--- config.mk ---
export PLATFORM = sky130hd
export DESIGN_NAME = shift_seq
export DESIGN_NICKNAME = d
export VERILOG_FILES = /design/src/rtl/shift_seq.sv
export SDC_FILE = /design/constraint.sdc
export NUM_CORES = 1
export LEC_CHECK = 0
export ABC_AREA = 1
export BUFFER_PORTS_ARGS = -buffer_cell sky130_fd_sc_hd__buf_2
export CORE_MARGIN = 4
export CORE_UTILIZATION = 56
export CTS_CLUSTER_DIAMETER = 60
export DETAILED_ROUTE_END_ITERATION = 12
export HOLD_SLACK_MARGIN = 0.08
export PLACE_DENSITY = 0.95
export SLEW_MARGIN = 30
export SYNTH_ARGS = -nofsm -noshare
export SYNTH_HDL_FRONTEND = slang
export SYNTH_SLANG_ARGS = --single-unit
--- constraint.sdc ---
create_clock -name clk -period 3.7 [get_ports clk]
set_clock_uncertainty 0.05 [all_clocks]
set_input_delay 0.185 -clock clk [delete_from_list [all_inputs] [get_ports clk]]
set_output_delay 0.185 -clock clk [all_outputs]
set_load 0.05 [all_outputs]
--- src/rtl/shift_seq.sv ---
// rtl/shift_seq.sv - iterative multi-position shifter (LSL/LSR/ASR/ROR), one bit per clock
module shift_seq #(
  parameter int WIDTH = 16,
  parameter int AMT_W = 4
) (
  input  logic             clk,
  input  logic             rst_n,
  input  logic             start,
  input  logic [WIDTH-1:0] din,
  input  logic [1:0]       op,
  input  logic [AMT_W-1:0] amt,
  input  logic             abort,
  output logic             ready,
  output logic             busy,
  output logic             valid,
  output logic [WIDTH-1:0] dout,
  output logic             overflow
);

  typedef enum logic [1:0] {
    ST_IDLE  = 2'd0,
    ST_SHIFT = 2'd1,
    ST_DONE  = 2'd2
  } state_t;

  localparam logic [1:0] OP_LSL = 2'b00;
  localparam logic [1:0] OP_LSR = 2'b01;
  localparam logic [1:0] OP_ASR = 2'b10;
  localparam logic [1:0] OP_ROR = 2'b11;

  state_t             state_q;
  logic [WIDTH-1:0]   work_q;
  logic [1:0]         op_q;
  logic [AMT_W-1:0]   cnt_q;
  logic               ovf_q;
  logic               ready_q;
  logic               busy_q;
  logic               valid_q;

  logic [WIDTH-1:0]   work_d;
  logic               out_bit_d;

  // One single-position step of the captured operation and the bit it pushes out
  always_comb begin
    work_d    = work_q;
    out_bit_d = 1'b0;
    case (op_q)
      OP_LSL: begin
        work_d    = {work_q[WIDTH-2:0], 1'b0};
        out_bit_d = work_q[WIDTH-1];
      end
      OP_LSR: begin
        work_d    = {1'b0, work_q[WIDTH-1:1]};
        out_bit_d = work_q[0];
      end
      OP_ASR: begin
        work_d    = {work_q[WIDTH-1], work_q[WIDTH-1:1]};
        out_bit_d = work_q[0];
      end
      OP_ROR: begin
        // Rotation loses no bits, so it never contributes to overflow
        work_d    = {work_q[0], work_q[WIDTH-1:1]};
        out_bit_d = 1'b0;
      end
      default: begin
        work_d    = work_q;
        out_bit_d = 1'b0;
      end
    endcase
  end

  // Control FSM with registered handshake outputs; working register doubles as dout
  always_ff @(posedge clk) begin
    if (!rst_n) begin
      state_q <= ST_IDLE;
      work_q  <= '0;
      op_q    <= OP_LSL;
      cnt_q   <= '0;
      ovf_q   <= 1'b0;
      ready_q <= 1'b1;
      busy_q  <= 1'b0;
      valid_q <= 1'b0;
    end else begin
      case (state_q)
        ST_IDLE: begin
          valid_q <= 1'b0;
          // start wins over abort while idle
          if (start) begin
            work_q  <= din;
            op_q    <= op;
            cnt_q   <= amt;
            ovf_q   <= 1'b0;
            ready_q <= 1'b0;
            busy_q  <= 1'b1;
            if (amt == '0) begin
              state_q <= ST_DONE;
              valid_q <= 1'b1;
            end else begin
              state_q <= ST_SHIFT;
            end
          end
        end
        ST_SHIFT: begin
          if (abort) begin
            // Abort also beats the final step: no valid pulse, partial result left in place
            state_q <= ST_IDLE;
            ready_q <= 1'b1;
            busy_q  <= 1'b0;
            valid_q <= 1'b0;
          end else begin
            work_q <= work_d;
            ovf_q  <= ovf_q | out_bit_d;
            cnt_q  <= cnt_q - AMT_W'(1);
            if (cnt_q == AMT_W'(1)) begin
              state_q <= ST_DONE;
              valid_q <= 1'b1;
            end
          end
        end
        ST_DONE: begin
          state_q <= ST_IDLE;
          valid_q <= 1'b0;
          ready_q <= 1'b1;
          busy_q  <= 1'b0;
        end
        default: begin
          state_q <= ST_IDLE;
          valid_q <= 1'b0;
          ready_q <= 1'b1;
          busy_q  <= 1'b0;
        end
      endcase
    end
  end

  assign ready    = ready_q;
  assign busy     = busy_q;
  assign valid    = valid_q;
  assign dout     = work_q;
  assign overflow = ovf_q;

endmodule

==> metrics.txt <==
status finished clean; die extent in x 62.7 um; number of instances in the synthesized netlist 239; final number of setup-violating endpoints 0; number of standard cells in the final layout excluding fillers 309; transition time at the pin with the least slew margin 690 ps; number of max-cap violations 0; vias after detailed routing 1663; startpoint of the worst hold path op[0]; setup repair after global routing missed its margin false; num rows 19; overall track demand over capacity in global routing 20.4%; buffers from clock root to sink, at most 2; per-cell via count in the routed design 5.38; largest net degree at the start of global routing 35; Reg-to-Reg Start op_q[1]$_SDFFE_PN0P_; critical path capture point type flop; count of placed standard cells including taps 303; Seq cells post-synth 28; total iterations of the first detailed-routing run 4; largest area contributor in the netlist sky130_fd_sc_hd__dfxtp_1; I/O pin count 46; count of routing violations after the opening detailed-route iteration 91; worst slew margin relative to its limit 53.9%; fill cell count 243; endpoints failing hold 0; shortest period the worst path allows 1780 ps; Most used DFF post-synth sky130_fd_sc_hd__dfxtp_1; PortBufs 45; portion of the post-synthesis area used by sequential elements 33.5%; antenna violations before repair 0; Num CTS Buffers 3; area of the placeable core 2810 um2; final net count 311; DRT Wirelength 3.99 mm; hold buffers post-CTS 2; vertical die dimension 62.7 um; Crit Path Category flop to flop; Yosys warnings 0; number of nets with antenna violations after routing 0; multi-input combinational cell area 981 um2; number of distinct library cells after synthesis 23; min-delay worst type input pin to flop; CTS sink cnt 28; postcts setup bufs 0; data required time at the worst endpoint 3950 ps; total inserted antenna cells 0; FF/Latch Area 561 um2; final hold slack 71.0 ps; Wirelength per Cell 12.9 um; final global-route overflow total 0; capture point of the worst reg-to-reg path dout[9]$_SDFFE_PN0P_; minimum setup slack after placement 1970 ps; clock-pin slew on the worst setup and hold paths 170 ps; Synth top area share 33.5%; portion of the clock cycle consumed by the worst path in the final layout 48.2%; effective utilization at floorplan 59.7%; net count of the mapped netlist 271; minimum setup slack among reg-to-reg paths 1920 ps; number of max-slew violations in the final report 0; number of flops mapped to enable cells by yosys 0; critical path fanouts, max 17; CTS resizes 0; fraction of layout instances using a drive strength above 1 31.3%; top cells by area, synth sky130_fd_sc_hd__dfxtp_1 33%, sky130_fd_sc_hd__nand2_1 15%, sky130_fd_sc_hd__a21oi_1 7.5%; Clock Root Buffer sky130_fd_sc_hd__clkbuf_4; async set-reset flop share out of synthesis 0%; DRC violations left 0; worst min-delay path endpoint op_q[0]$_SDFFE_PN0P_; Setup TNS Final 0 ps; Max rail drop VDD 0.260 mV; final HPWL from detailed placement 2.69 mm; level count of the clock H-tree 1; Pwr per Cell Area 455 nW/um2; startpoint kind of the worst setup timing path flop; area of the mapped netlist 1670 um2; highest attainable clock frequency 560 MHz; FF-to-FF path depth 7; final core utilization 68.7%; area growth from synthesis to final layout 15.1%; clock latency at the later pin of the worst-skew pair 350 ps; CTS tree yes; cell types with the highest counts after synthesis 67 x sky130_fd_sc_hd__nand2_1, 28 x sky130_fd_sc_hd__dfxtp_1, 25 x sky130_fd_sc_hd__a21oi_1; arrival time at the worst endpoint 2030 ps; Synth Area per Inst 7.00 um2; Leak 0.933 nW; final weighted congestion of routability-driven global placement 0.790; global-route wire length before repair 6.59 mm; most frequent cell after synthesis sky130_fd_sc_hd__nand2_1; vias in the first global route 1530; Die ar. 3930 um2; slack of the critical path 1920 ps; depth of the worst hold-timing path 3
[worst max-delay path by stage]
| stage | to | slack, ps | startpoint |
|---|---|---|---|
| 2_1_floorplan | dout[0]$_SDFFE_PN0P_ | 2280 | op_q[1]$_SDFFE_PN0P_ |
| 5_1_grt | dout[8]$_SDFFE_PN0P_ | 1760 | state_q[0]$_SDFFE_PN0P_ |
| 6_report | dout[9]$_SDFFE_PN0P_ | 1920 | op_q[1]$_SDFFE_PN0P_ |
| 3_3_place_gp | dout[0]$_SDFFE_PN0P_ | 2020 | op_q[1]$_SDFFE_PN0P_ |
| 4_1_cts | dout[9]$_SDFFE_PN0P_ | 1930 | op_q[1]$_SDFFE_PN0P_ |
| 3_5_place_dp | dout[8]$_SDFFE_PN0P_ | 1970 | state_q[0]$_SDFFE_PN0P_ |
[placed cells by master (no fill, tap or decap)]
cell / n
sky130_fd_sc_hd__nand2_1: 67
sky130_fd_sc_hd__buf_2: 45
sky130_fd_sc_hd__dfxtp_1: 28
sky130_fd_sc_hd__a21oi_1: 25
sky130_fd_sc_hd__nor2_1: 17
sky130_fd_sc_hd__or2_2: 16
sky130_fd_sc_hd__inv_1: 12
sky130_fd_sc_hd__a21oi_2: 12
sky130_fd_sc_hd__o21ai_1: 12
sky130_fd_sc_hd__nand3_1: 10
sky130_fd_sc_hd__o21ai_0: 10
sky130_fd_sc_hd__ha_1: 6
sky130_fd_sc_hd__nand2_4: 3
sky130_fd_sc_hd__clkbuf_4: 3
sky130_fd_sc_hd__nor2_4: 2
sky130_fd_sc_hd__nor2_2: 2
sky130_fd_sc_hd__o21ai_2: 2
sky130_fd_sc_hd__dlygate4sd3_1: 2
sky130_fd_sc_hd__inv_2: 1
sky130_fd_sc_hd__nor3_1: 1
sky130_fd_sc_hd__xor2_1: 1
sky130_fd_sc_hd__bufinv_16: 1
[through the flow]
step                power, mW  area [um2]
finish                  0.877        1930
global route            0.923        1930
CTS                     0.872        1930
detailed placement      0.668        1850
global placement        0.661        1850
floorplan               0.612        1670
[critical path: stages (launching register included)]
cell	delay [ps]
sky130_fd_sc_hd__dfxtp_1	420
sky130_fd_sc_hd__inv_1	100
sky130_fd_sc_hd__ha_1	410
sky130_fd_sc_hd__nor2_4	390
sky130_fd_sc_hd__nand2_1	90
sky130_fd_sc_hd__nand2_1	80
sky130_fd_sc_hd__nand2_1	60
sky130_fd_sc_hd__a21oi_1	110
[state kept, by name, summed over array words and instances (netlist names)]
register and cells:
dout 16, cnt_q 4, op_q 2, state_q 2, busy 1, overflow 1, ready 1, valid 1
[final cells by class]
type,count,share of cell area [%]
clock buffer,3,1.17
clock inverter,1,1.56
inverter,13,2.53
multi-input combinational,186,50.9
sequential,28,29.1
tap,31,2.01
timing repair buffer,47,12.7
[where the power goes]
part           internal (mW)  total (mW)  switching, mW
clock                  0.110       0.208         0.0981
combinational         0.0900       0.302          0.212
sequential             0.334       0.367         0.0329
total                  0.534       0.877          0.343
[per-layer routing]
layer / GRT usage [%] / share of wire [%] / up-vias / wire length [um]
met5: 0 / 0 / - / 0
met4: 11.0 / 2.4 / 0 / 94
li1: - / - / 855 / -
met3: 3.06 / 6.4 / 9 / 255
met2: 34.9 / 48 / 69 / 1910
met1: 24.4 / 43 / 730 / 1720
[logic make-up after synthesis]
kind of cell | Yosys count | share of synthesized area [%]
XOR/XNOR | 1 | 0.523
adder cells (fa/ha/maj) | 6 | 4.48
AO/OA/AOI/OAI | 61 | 21.4
flip-flops | 28 | 33.5
AND/OR/NAND/NOR | 118 | 32.2
buffers and inverters | 25 | 7.92
(Power assumes the default switching activity.)
